<file path="config.mk">
export PLATFORM = sky130hd
export DESIGN_NAME = rr_grant_arbiter_flat
export DESIGN_NICKNAME = d
export VERILOG_FILES = /design/src/rtl/arbiter_pkg.sv /design/src/rtl/rr_grant_arbiter_if.sv /design/src/rtl/lsb_onehot_encoder.sv /design/src/rtl/rr_grant_arbiter.sv /design/src/flat_wrapper.sv
export SDC_FILE = /design/constraint.sdc
export NUM_CORES = 1
export LEC_CHECK = 0
export CORE_UTILIZATION = 52
export CTS_CLUSTER_DIAMETER = 50
export DETAILED_ROUTE_END_ITERATION = 8
export PLACE_DENSITY = 0.81
export SLEW_MARGIN = 0
export SYNTH_ARGS = -nofsm -noshare
export SYNTH_HDL_FRONTEND = slang
export SYNTH_SLANG_ARGS = --single-unit
export TNS_END_PERCENT = 20
</file>
<file path="constraint.sdc">
create_clock -name clk -period 4.48 [get_ports clk]
set_input_delay 1.12 -clock clk [delete_from_list [all_inputs] [get_ports clk]]
set_output_delay 1.12 -clock clk [all_outputs]
set_load 0.05 [all_outputs]
</file>
<file path="src/rtl/arbiter_pkg.sv">
// Shared arbiter definitions: mode encodings and the index-width helper.
// Intended to be reused by future multi-grant arbiter variants.
package arbiter_pkg;

  localparam int unsigned MODE_FIXED = 0;  // lowest index always wins
  localparam int unsigned MODE_RR    = 1;  // rotating-pointer round-robin

  // Width of a binary index into an n-entry vector; never narrower than 1 bit.
  function automatic int unsigned idx_w(input int unsigned n);
    return (n <= 1) ? 1 : $clog2(n);
  endfunction

endpackage

</file>
<file path="src/rtl/rr_grant_arbiter_if.sv">
// Request/grant bundle between the requesters and the arbiter.
//   req          requester -> arbiter  level request per requester
//   grant_ack    consumer  -> arbiter  accepts the presented grant
//   grant_valid  arbiter   -> consumer a grant is being presented
//   grant        arbiter   -> consumer one-hot grant (zero when not valid)
//   grant_idx    arbiter   -> consumer binary index of the grant bit
// Modports: slave = arbiter side, master = requester/consumer side.
interface rr_grant_arbiter_if
  import arbiter_pkg::*;
#(
  parameter int unsigned DATA_WIDTH = 32
);

  localparam int unsigned IDX_W = idx_w(DATA_WIDTH);

  logic [DATA_WIDTH-1:0] req;
  logic                  grant_ack;
  logic                  grant_valid;
  logic [DATA_WIDTH-1:0] grant;
  logic [IDX_W-1:0]      grant_idx;

  modport slave (
    input  req,
    input  grant_ack,
    output grant_valid,
    output grant,
    output grant_idx
  );

  modport master (
    output req,
    output grant_ack,
    input  grant_valid,
    input  grant,
    input  grant_idx
  );

endinterface

</file>
<file path="src/rtl/lsb_onehot_encoder.sv">
// Combinational lowest-set-bit finder.
//   vec     input   vector to scan
//   onehot  output  one-hot of the lowest set bit (zero if vec is zero)
//   idx     output  binary index of that bit (zero if vec is zero)
//   any     output  vec has at least one bit set
module lsb_onehot_encoder
  import arbiter_pkg::*;
#(
  parameter int unsigned DATA_WIDTH = 32,
  localparam int unsigned IDX_W = idx_w(DATA_WIDTH)
) (
  input  logic [DATA_WIDTH-1:0] vec,
  output logic [DATA_WIDTH-1:0] onehot,
  output logic [IDX_W-1:0]      idx,
  output logic                  any
);

  always_comb begin
    onehot = '0;
    idx    = '0;
    any    = 1'b0;
    for (int i = 0; i < int'(DATA_WIDTH); i++) begin
      if (vec[i] && !any) begin
        onehot[i] = 1'b1;
        idx       = IDX_W'(i);
        any       = 1'b1;
      end
    end
  end

endmodule

</file>
<file path="src/rtl/rr_grant_arbiter.sv">
// Registered single-grant arbiter with fixed-priority or round-robin selection.
// A grant, once issued, is held frozen until grant_ack; on ack the next pick is
// made from the same cycle's req so back-to-back grants have no bubble.
//   clk    input  rising-edge clock
//   reset  input  synchronous, active-high
//   bus    slave  request/grant bundle (see rr_grant_arbiter_if)
module rr_grant_arbiter
  import arbiter_pkg::*;
#(
  parameter int unsigned DATA_WIDTH = 32,
  parameter int unsigned MODE       = MODE_RR
) (
  input logic               clk,
  input logic               reset,
  rr_grant_arbiter_if.slave bus
);

  localparam int unsigned IDX_W = idx_w(DATA_WIDTH);

  typedef enum logic [0:0] {StIdle, StHold} state_e;

  state_e                state_q, state_d;
  logic [DATA_WIDTH-1:0] grant_q, grant_d;
  logic [IDX_W-1:0]      grant_idx_q, grant_idx_d;
  logic [IDX_W-1:0]      ptr_q, ptr_d;

  logic                  ack_hold;
  logic [IDX_W-1:0]      ptr_inc;
  logic [IDX_W-1:0]      ptr_sel;
  logic [DATA_WIDTH-1:0] masked;

  logic [DATA_WIDTH-1:0] m_onehot, r_onehot, pick_onehot;
  logic [IDX_W-1:0]      m_idx, r_idx, pick_idx;
  logic                  m_any, r_any;

  assign ack_hold = (state_q == StHold) && bus.grant_ack;

  // Pointer moves just past the acknowledged grant; fixed mode pins it at 0.
  always_comb begin
    ptr_inc = '0;
    if (MODE == MODE_RR && grant_idx_q != IDX_W'(DATA_WIDTH - 1)) begin
      ptr_inc = grant_idx_q + IDX_W'(1);
    end
  end

  // The pick made on an ack must already see the updated pointer.
  assign ptr_sel = ack_hold ? ptr_inc : ptr_q;

  always_comb begin
    masked = '0;
    for (int i = 0; i < int'(DATA_WIDTH); i++) begin
      masked[i] = bus.req[i] && (i >= int'(ptr_sel));
    end
  end

  lsb_onehot_encoder #(
    .DATA_WIDTH (DATA_WIDTH)
  ) u_enc_masked (
    .vec    (masked),
    .onehot (m_onehot),
    .idx    (m_idx),
    .any    (m_any)
  );

  lsb_onehot_encoder #(
    .DATA_WIDTH (DATA_WIDTH)
  ) u_enc_req (
    .vec    (bus.req),
    .onehot (r_onehot),
    .idx    (r_idx),
    .any    (r_any)
  );

  // Nothing at or above the pointer: wrap around to the lowest requester.
  assign pick_onehot = m_any ? m_onehot : r_onehot;
  assign pick_idx    = m_any ? m_idx    : r_idx;

  always_comb begin
    state_d     = state_q;
    grant_d     = grant_q;
    grant_idx_d = grant_idx_q;
    ptr_d       = ptr_q;
    unique case (state_q)
      StIdle: begin
        if (r_any) begin
          state_d     = StHold;
          grant_d     = pick_onehot;
          grant_idx_d = pick_idx;
        end else begin
          grant_d     = '0;
          grant_idx_d = '0;
        end
      end
      StHold: begin
        if (bus.grant_ack) begin
          ptr_d = ptr_inc;
          if (r_any) begin
            grant_d     = pick_onehot;
            grant_idx_d = pick_idx;
          end else begin
            state_d     = StIdle;
            grant_d     = '0;
            grant_idx_d = '0;
          end
        end
      end
      default: begin
        state_d     = StIdle;
        grant_d     = '0;
        grant_idx_d = '0;
      end
    endcase
  end

  always_ff @(posedge clk) begin
    if (reset) begin
      state_q     <= StIdle;
      grant_q     <= '0;
      grant_idx_q <= '0;
      ptr_q       <= '0;
    end else begin
      state_q     <= state_d;
      grant_q     <= grant_d;
      grant_idx_q <= grant_idx_d;
      ptr_q       <= ptr_d;
    end
  end

  assign bus.grant_valid = (state_q == StHold);
  assign bus.grant       = grant_q;
  assign bus.grant_idx   = grant_idx_q;

endmodule

</file>
<file path="src/flat_wrapper.sv">
// flat-port wrapper written by rule: the top's interface ports become plain ports
module rr_grant_arbiter_flat import arbiter_pkg::*;
#(
  parameter int unsigned DATA_WIDTH = 32,
  parameter int unsigned MODE       = MODE_RR
)
  (clk, reset, bus_req, bus_grant_ack, bus_grant_valid, bus_grant, bus_grant_idx);
  rr_grant_arbiter_if #(.DATA_WIDTH(DATA_WIDTH)) bus_i ();
  input logic clk;
  input logic reset;
  input wire logic [$bits(bus_i.req)-1:0] bus_req;
  input wire logic [$bits(bus_i.grant_ack)-1:0] bus_grant_ack;
  output wire logic [$bits(bus_i.grant_valid)-1:0] bus_grant_valid;
  output wire logic [$bits(bus_i.grant)-1:0] bus_grant;
  output wire logic [$bits(bus_i.grant_idx)-1:0] bus_grant_idx;
  assign bus_i.req = bus_req;
  assign bus_i.grant_ack = bus_grant_ack;
  assign bus_grant_valid = bus_i.grant_valid;
  assign bus_grant = bus_i.grant;
  assign bus_grant_idx = bus_i.grant_idx;
  rr_grant_arbiter #(.DATA_WIDTH(DATA_WIDTH), .MODE(MODE)) u_core (.clk(clk), .reset(reset), .bus(bus_i));
endmodule
</file>
**Yosys cells after proc, flatten, opt, wreduce, memory -nomap -nowiden**

Index checks and enable logic that the tools add are counted.

- Bits of input ports: 35
- Register bits: 43
- Word-level logic and storage cells: 397
- Output and inout port bits: 38

- Multiplexer cells: 201
- Bitwise operators: 1
- Add/subtract/negate cells: 1
- Reductions and logical operators: 157
- Equality and inequality tests: 2
- Order comparisons: 31

Operators by type and width:

| kind | number |
|---|---|
| $mux 5 | 65 |
| $mux 1 | 130 |
| $mux 32 | 3 |
| $logic_and 1x1->1 | 94 |
| $ge 5x5->1 const A | 15 |
| $pmux 32 s2 | 1 |
| $logic_not 1->1 | 62 |
| $ge 4x5->1 const A | 8 |
| $ge 3x5->1 const A | 4 |
| $ge 1x5->1 const A | 2 |
| $ge 2x5->1 const A | 2 |
| $pmux 5 s2 | 1 |
| $add 5x1->5 const B | 1 |
| $ne 5x5->1 const B | 1 |
| $ne 2x2->1 const B | 1 |
| $pmux 1 s2 | 1 |
| $reduce_and 2->1 | 1 |
| $not 1->1 | 1 |

**Longest topological paths before layout**

Gate-level depths: netlist of run 1.

- Depth in word-level cells: 103
- Gate-level depth with buffers: 15
- Gate-level depth less buffers: 12

**Cells and area by module**

A second synthesis of run 1 with hierarchy kept.

- Cells, all modules: 510
- Area, all modules: 3,941.3 um^2

By module, submodules not included:

| module | area each (um^2) | times used | sequential area each (um^2) | cells each |
|---|---|---|---|---|
| rr_grant_arbiter | 2,497.4 | 1 | 860.8 | 266 |
| lsb_onehot_encoder | 721.9 | 2 | 0.0 | 122 |

**Worst setup path after synthesis of run 1**

No wires, ideal clock.

- Path type: register -> register
- Start point: reg u_core.grant_idx_q[0], in the netlist u_core.bus.grant_idx[0]
- End point: reg u_core.grant_idx_q[4], in the netlist u_core.bus.grant_idx[4]
- Arrival: 3.602 ns
- Required time: 4.348 ns
- Setup slack: 0.746 ns
- Stages on the path, launching flop included: 15
- Cell sequence: dfxtp_1 > ha_1 > and3_1 > ha_1 > and4bb_2 > o22ai_1 > or3_1 > a31o_1 > a21oi_1 > nand4b_4 > or3_1 > buf_6 > buf_6 > o31ai_2 > a21oi_1

- Word-level cells in the longest chain between the ends: 103
- Elaborated cells on any way between the ends: 193

Ends and longest elaborated chain:

| what | line | source |
|---|---|---|
| from (decl) | rr_grant_arbiter.sv:24 | `logic [IDX_W-1:0] grant_idx_q, grant_idx_d;` |
| from (signal assigned) | rr_grant_arbiter.sv:124 | `grant_idx_q <= grant_idx_d;` |
| $add 5x1->5 or $ne 5x5->1 (tied branches) | rr_grant_arbiter.sv:42, rr_grant_arbiter.sv:41 |  |
| $mux 5 * | rr_grant_arbiter.sv:41 | `if (MODE == MODE_RR && grant_idx_q != IDX_W'(DATA_WIDTH - 1)) begin` |
| $mux 5 * | rr_grant_arbiter.sv:47 | `assign ptr_sel = ack_hold ? ptr_inc : ptr_q;` |
| $ge 1x5->1 | rr_grant_arbiter.sv:52 | `masked[i] = bus.req[i] && (i >= int'(ptr_sel));` |
| $logic_and 1x1->1 | rr_grant_arbiter.sv:52 |  |
| $mux 1 | lsb_onehot_encoder.sv:23 | `if (vec[i] && !any) begin` |
| $logic_not 1->1 | lsb_onehot_encoder.sv:23 |  |
| $logic_and 1x1->1 | lsb_onehot_encoder.sv:23 |  |
| (+87 left out) | n/a |  |
| $mux 1 | lsb_onehot_encoder.sv:23 |  |
| $logic_not 1->1 | lsb_onehot_encoder.sv:23 |  |
| $logic_and 1x1->1 | lsb_onehot_encoder.sv:23 |  |
| $mux 5 or $mux 1 (tied branches) | lsb_onehot_encoder.sv:23 |  |
| $mux 5 * | rr_grant_arbiter.sv:76 | `assign pick_idx = m_any ? m_idx : r_idx;` |
| $mux 5 * | rr_grant_arbiter.sv:85, rr_grant_arbiter.sv:97 |  |
| $mux 5 | rr_grant_arbiter.sv:95 | `if (bus.grant_ack) begin` |
| $pmux 5 s2 * | rr_grant_arbiter.sv:83 | `unique case (state_q)` |

Mark *: on every way between the ends. The rest lies on a longest branch, timed or not. The select of a mux whose other input is x is not followed.
A chain may end at the register's enable or synchronous reset.

**Worst setup path in the final report of run 1**

- Start point: reg u_core.grant_idx_q[0], in the netlist u_core.bus.grant_idx[0]
- End point: reg u_core.grant_q[4], in the netlist u_core.bus.grant[4]

- Word-level cells in the longest chain between the ends: 103
- Elaborated cells on any way between the ends: 165

Ends and longest elaborated chain:

| what | line | source |
|---|---|---|
| $add 5x1->5 or $ne 5x5->1 (tied branches) | rr_grant_arbiter.sv:42, rr_grant_arbiter.sv:41 |  |
| $mux 5 * | rr_grant_arbiter.sv:41 |  |
| $mux 5 * | rr_grant_arbiter.sv:47 |  |
| $ge 1x5->1 | rr_grant_arbiter.sv:52 |  |
| $logic_and 1x1->1 | rr_grant_arbiter.sv:52 |  |
| $mux 1 | lsb_onehot_encoder.sv:23 |  |
| $logic_not 1->1 | lsb_onehot_encoder.sv:23 |  |
| $logic_and 1x1->1 | lsb_onehot_encoder.sv:23 |  |
| (+87 left out) | n/a |  |
| $mux 1 | lsb_onehot_encoder.sv:23 |  |
| $logic_not 1->1 | lsb_onehot_encoder.sv:23 |  |
| $logic_and 1x1->1 | lsb_onehot_encoder.sv:23 |  |
| $mux 1 | lsb_onehot_encoder.sv:23 |  |
| $mux 32 * | rr_grant_arbiter.sv:75 | `assign pick_onehot = m_any ? m_onehot : r_onehot;` |
| $mux 32 * | rr_grant_arbiter.sv:85, rr_grant_arbiter.sv:97 |  |
| $mux 32 | rr_grant_arbiter.sv:95 |  |
| $pmux 32 s2 * | rr_grant_arbiter.sv:83 |  |
| to (signal assigned) | rr_grant_arbiter.sv:123 | `grant_q <= grant_d;` |
| to (decl) | rr_grant_arbiter.sv:23 | `logic [DATA_WIDTH-1:0] grant_q, grant_d;` |

Marks and branches as above.

==> impl_metrics.py, run 1 <==
metrics = {
    "status": {
        "status": "finished, final reports clean",
    },
    "critical_path": {
        "worstPathArrival_ns": 4.35,
        "slowest_delay_ns": 0.63,
        "slowest_stage": "o22ai_1",
        "crit_path_max_fanout": 14,
        "crit_path_end_kind": "register",
        "startpoint_type": "register",
        "worst_ep_required_time_ns": 4.68,
        "worstPathCellList": "ha_1 -> and3_1 -> ha_1 -> and4bb_2 -> o22ai_1 -> a32oi_1 -> and2_1 -> a41oi_2 -> nand4b_4 -> or3_1 -> buf_4 -> o22ai_1 -> a32o_1",
        "critPathKind": "register to register",
    },
    "grt": {
        "globalRoute.busiestLayer": "met2",
        "grt_max_degree": 33,
        "grtUsageMet1_pct": 54.67,
        "global_route.usage.met3_pct": 9.001,
        "grt_overflow_total": 0,
        "met2_usage_pct": 62.37,
        "grt_pass1_vias": 4156,
        "grt_antenna_before_repair": 0,
        "grt_pass1_wl_mm": 22.42,
        "grt.total_usage_pct": 41.18,
    },
    "place": {
        "port_buffers": 72,
        "gp_congestion": 1.093,
        "hpwl_mm": 11.46,
    },
    "synth": {
        "synth_edf_count": 0,
        "synth_cells": 444,
        "yosysSeqAreaShare_pct": 24.90,
        "syn_area_mm2": 0.003457,
        "synthArstFlopShare_pct": 0,
        "ys_ff_latch": 43,
        "ys.flop_type": "dfxtp_1",
        "syn-num-nets": 481,
        "yosys_warnings": 0,
        "avgSynthCellArea_um2": 7.786,
        "synth_cell_types": 85,
    },
    "layout": {
        "final_common_cell": "clkdlybuf4s50_1",
        "syn2layout_area_growth_pct": 35.50,
        "mostFrequentLayoutCells": "clkdlybuf4s50_1 (71), buf_4 (57), nand2_1 (54)",
        "fin_nets": 593,
        "diodes": 0,
        "num-fill-cells": 529,
        "drive_gt1_share_pct": 17.41,
    },
    "clock_tree": {
        "clockBufferDepth": 2,
        "cts.sinks": 43,
        "cts_tree": "done",
        "htreeDepth": 2,
        "cts_root_buffer": "clkbuf_8",
        "cts.reportedPaths.clkPinSlew_ns": 0.09,
        "insertion_delay_ns": 0.31,
        "numCtsBuffers": 5,
    },
    "sta": {
        "post-route-period-util_pct": 92.68,
        "period_needed_ns": 4.152,
        "fmax_ghz": 0.2409,
        "skew_ns": 0.01140,
        "slew_violations": 0,
        "setup_viol": 0,
        "slew_headroom_pct": 46.49,
        "worstMarginPinSlew_ns": 0.8026,
        "finalHoldViolCount": 0,
        "whs_ns": 0.4583,
        "rsz0062_at_grt": "false",
    },
    "worst_hold_path": {
        "min_path_type": "register to register",
    },
    "power": {
        "powerDensity_mw_per_mm2": 191.7,
        "finalPower_uw": 898.0,
        "ir_drop_mv": 0.1555,
        "p_leak_nw": 1.744,
    },
    "route": {
        "antenna_left": 0,
        "viasPerCell": 7.057,
        "first_pass_iters": 5,
        "vias": 4474,
        "drc": 0,
        "wire_per_inst_um": 23.03,
        "drt-total-wl_mm": 14.60,
        "drt_iter0_drc": 724,
    },
    "floorplan": {
        "die_y_um": 83.54,
        "initial_core_util_pct": 54.13,
        "num_rows": 29,
        "die_x_um": 83.54,
        "io_pins": 73,
        "core-area_mm2": 0.006386,
        "die_area_mm2": 0.006978,
    },
    "flow_run": {
        "max_cap_violations": 0,
    },
}
==> area by class of cell <==
cell class	count	area, µm²	share of cell area (%)
Timing Repair Buffer	130	1171	25.00
Clock inverter	1	5.005	0.1068
Multi-Input combinational cell	365	2434	51.95
Tap cell	77	96.34	2.057
Inverter	11	41.29	0.8814
Sequential cell	43	860.8	18.38
Clock buffer	7	76.32	1.629
==> repair_timing <==
item / CTS / global route
endpoints found under the setup margin: 0 / 12
resized for setup: 0 / 1
hold buffers: 0 / 0
setup buffers: 0 / 0
==> kinds of logic after synthesis <==
| kind of cell | count (synthesis) | synth area share, % |
|---|---|---|
| buffers and inverters | 36 | 4.922 |
| muxes | 2 | 1.086 |
| and+or+nand+nor | 199 | 33.55 |
| xor gates and xnor gates | 2 | 0.7240 |
| adders and majority gates | 2 | 0.7237 |
| AOI/OAI and AO/OA | 160 | 34.09 |
| DFF | 43 | 24.90 |
==> flip-flops by register name, indices dropped and copies added, names as in the netlist <==
signal / flops
u_core.bus.grant_valid: 1
u_core.bus.grant_idx: 5
u_core.ptr_q: 5
u_core.bus.grant: 32
==> metrics by stage <==
step	worst slack [ns]	util, %	instance area (µm²)	TNS (ns)	cells
finish	0.3280	73.35	4684	0	634
floorplan	0.7462	-	3457	0	444
CTS	0.1158	73.32	4682	0	634
global route	0.2392	73.35	4684	0	634
detailed placement	-0.1856	72.04	4601	-1.940	626
global placement	-0.1269	72.04	4601	-0.5027	626
==> final timing paths <==
path / cells after the start / start / slack, ns / endpoint
hold reg to reg: 2 / u_core.bus.grant[31] / 0.46 / u_core.bus.grant[31]
setup / recovery: 13 / u_core.bus.grant_idx[0] / 0.33 / u_core.bus.grant[4]
setup reg to reg: 13 / u_core.bus.grant_idx[0] / 0.33 / u_core.bus.grant[4]
hold / removal: 2 / u_core.bus.grant[31] / 0.46 / u_core.bus.grant[31]
==> cell usage after synthesis (all sizes together) (7+ instances only) <==
library cell | n | share of area, %
a21oi | 23 | 3.3
a22o | 10 | 2.5
a32o | 9 | 2.6
a32oi | 11 | 2.8
buf | 11 | 2.2
clkbuf | 14 | 1.5
dfxtp | 43 | 25
inv | 11 | 1.2
nand2 | 56 | 6.2
nand2b | 7 | 1.3
nand3 | 7 | 1.0
nand4 | 10 | 1.8
nor2 | 35 | 4.1
nor3 | 20 | 3.5
nor4 | 11 | 3.5
o21ai | 36 | 5.2
o22ai | 7 | 1.3
==> power breakdown <==
part	internal (mW)	switching [mW]	leakage (nW)
Combinational	0.0964	0.151	1.35
Clock	0.110	0.144	0.0422
Sequential	0.388	0.00843	0.348
Total	0.595	0.303	1.74
==> critical path, delay by kind of cell, from the launching register on <==
family / cells / cell delay, ns
AOI/OAI and AO/OA: 5 / 1.64
adders and majority gates: 2 / 0.54
buffers and inverters: 1 / 0.23
DFF: 1 / 0.49
and+or+nand+nor: 5 / 1.15
==> metal layers <==
| metal | vias up | part of all wire [%] |
|---|---|---|
| met5 | - | 0 |
| met4 | 0 | 5.8 |
| met1 | 2024 | 39 |
| met2 | 406 | 42 |
| met3 | 87 | 13 |
| li1 | 1957 | - |
(Power assumes the default switching activity.)
==> inputs of run 2 (changes only) <==
CORE_UTILIZATION = 35   (was 52)
PLACE_DENSITY = default   (was 0.81)
==> impl_metrics.py, run 2 (same netlist as run 1, synthesis figures left out) <==
metrics = {
    "floorplan": {
        "die_y_um": 101.4,
        "initial_core_util_pct": 36.72,
        "io_pins": 73,
        "die_area_mm2": 0.01028,
        "num_rows": 35,
        "die_x_um": 101.4,
        "core-area_mm2": 0.009415,
    },
    "place": {
        "gp_congestion": 0.9741,
        "hpwl_mm": 13.53,
        "pre_cts_ws_ns": -0.2087,
        "port_buffers": 72,
    },
    "layout": {
        "drive_gt1_share_pct": 24.05,
        "fin_nets": 639,
        "final_common_cell": "buf_4",
        "num-fill-cells": 913,
        "mostFrequentLayoutCells": "buf_4 (102), clkdlybuf4s50_1 (71), nand2_1 (54)",
        "largest_reg_flops": 32,
        "utilization_pct": 54.95,
        "syn2layout_area_growth_pct": 49.66,
    },
    "critical_path": {
        "worst_ep_required_time_ns": 4.69,
        "crit_path_end_kind": "register",
        "crit_path_max_fanout": 7,
        "worstPathArrival_ns": 4.29,
        "critPathKind": "primary input to register",
        "startpoint_type": "primary input",
    },
    "clock_tree": {
        "clockBufferDepth": 2,
        "cts.sinks": 43,
        "htreeDepth": 2,
        "cts_tree": "done",
        "numCtsBuffers": 5,
        "cts.reportedPaths.clkPinSlew_ns": 0.10,
        "cts_hold_buf": 0,
        "cts_resized": 0,
        "postCtsSetupRepairBufs": 0,
        "insertion_delay_ns": 0.31,
        "cts_root_buffer": "clkbuf_8",
    },
    "route": {
        "wire_per_inst_um": 22.82,
        "drc": 0,
        "highest_layer": "met4",
        "drt_iter0_drc": 332,
        "wl_met3_mm": 1.325,
        "first_pass_iters": 5,
        "drt-total-wl_mm": 16.73,
        "antenna_left": 0,
        "dr_wl_met2_mm": 7.485,
        "viasPerCell": 6.120,
        "vias": 4486,
        "met1_length_mm": 7.395,
    },
    "worst_hold_path": {
        "min_path_type": "register to register",
    },
    "flow_run": {
        "max_cap_violations": 0,
    },
    "grt": {
        "grt_pass1_vias": 4237,
        "grt_pass1_wl_mm": 25.37,
        "grt_overflow_total": 0,
        "grt.total_usage_pct": 33.63,
        "grt_max_degree": 33,
        "grt_antenna_before_repair": 1,
    },
    "sta": {
        "slew_violations": 0,
        "skew_ns": 0.01341,
        "rsz0062_at_grt": "false",
        "post-route-period-util_pct": 91.05,
        "whs_ns": 0.4654,
        "setup-tns-final_ns": 0,
        "worst_slack_ns": 0.4012,
        "period_needed_ns": 4.079,
        "fmax_ghz": 0.2452,
        "finalHoldViolCount": 0,
        "setup_viol": 0,
        "worstMarginPinSlew_ns": 0.6871,
        "slew_headroom_pct": 54.19,
    },
    "power": {
        "finalPower_mw": 1.057,
        "powerDensity_mw_per_mm2": 204.4,
        "ir_drop_mv": 0.1153,
        "p_leak_nw": 1.994,
    },
    "status": {
        "status": "finished, final reports clean",
    },
}
==> run 2: cell types whose count changed in the layout (fill, tap and decap cells not counted), moves of 2 or more <==
cell       change
buf_4         +45
a2111oi_0      -2
a2111oi_1      +2
bufinv_16      +2
==> run 2: layout make-up <==
class                   instances  area (µm²)  area share (%)
clock buffers                   6       72.57           1.403
diodes                          1       2.502         0.04837
inverters                      11       41.29          0.7981
clock inverters                 2       60.06           1.161
flip-flops and latches         43       860.8           16.64
well taps                     129       161.4           3.120
repair buffers                176        1529           29.55
multi-input cells             365        2446           47.28
==> run 2: path summary, 6_finish.rpt <==
kind	startpoint	to	slack, ns	cells past startpoint
worst max-delay path	bus_req[1]	u_core.bus.grant_idx[0]	0.40	10
worst min-delay path	u_core.bus.grant[14]	u_core.bus.grant[14]	0.47	2
worst max register to register	u_core.bus.grant_idx[1]	u_core.bus.grant_idx[1]	0.42	14
worst min register to register	u_core.bus.grant[14]	u_core.bus.grant[14]	0.47	2
==> run 2: through the flow <==
stage          std cells  instance area (µm²)
6_report             733                 5174
3_3_place_gp         724                 5024
3_5_place_dp         724                 5024
4_1_cts              732                 5156
5_1_grt              732                 5171
2_1_floorplan        444                 3457
==> run 2: critical path: stages <==
cell and delay [ns]:
clkdlybuf4s50_1 0.42, or4_1 0.64, nor3_2 0.34, nand2_1 0.17, nor4_4 0.35, nand4b_1 0.28
o2111ai_1 0.24, nor4b_1 0.11, a311o_1 0.36, a32oi_1 0.25
==> run 2: per-layer routing <==
layer,up-vias,track usage (%)
met2,260,53.58
met5,-,0
met3,43,4.762
met1,2120,45.98
met4,0,12.71
li1,2063,-
==> run 2: power breakdown <==
part / total [mW] / switching [mW] / internal (mW) / leakage, nW
clock network: 0.376 / 0.153 / 0.223 / 0.0654
logic: 0.285 / 0.163 / 0.121 / 1.58
registers: 0.397 / 0.00797 / 0.389 / 0.348
total: 1.06 / 0.324 / 0.733 / 1.99
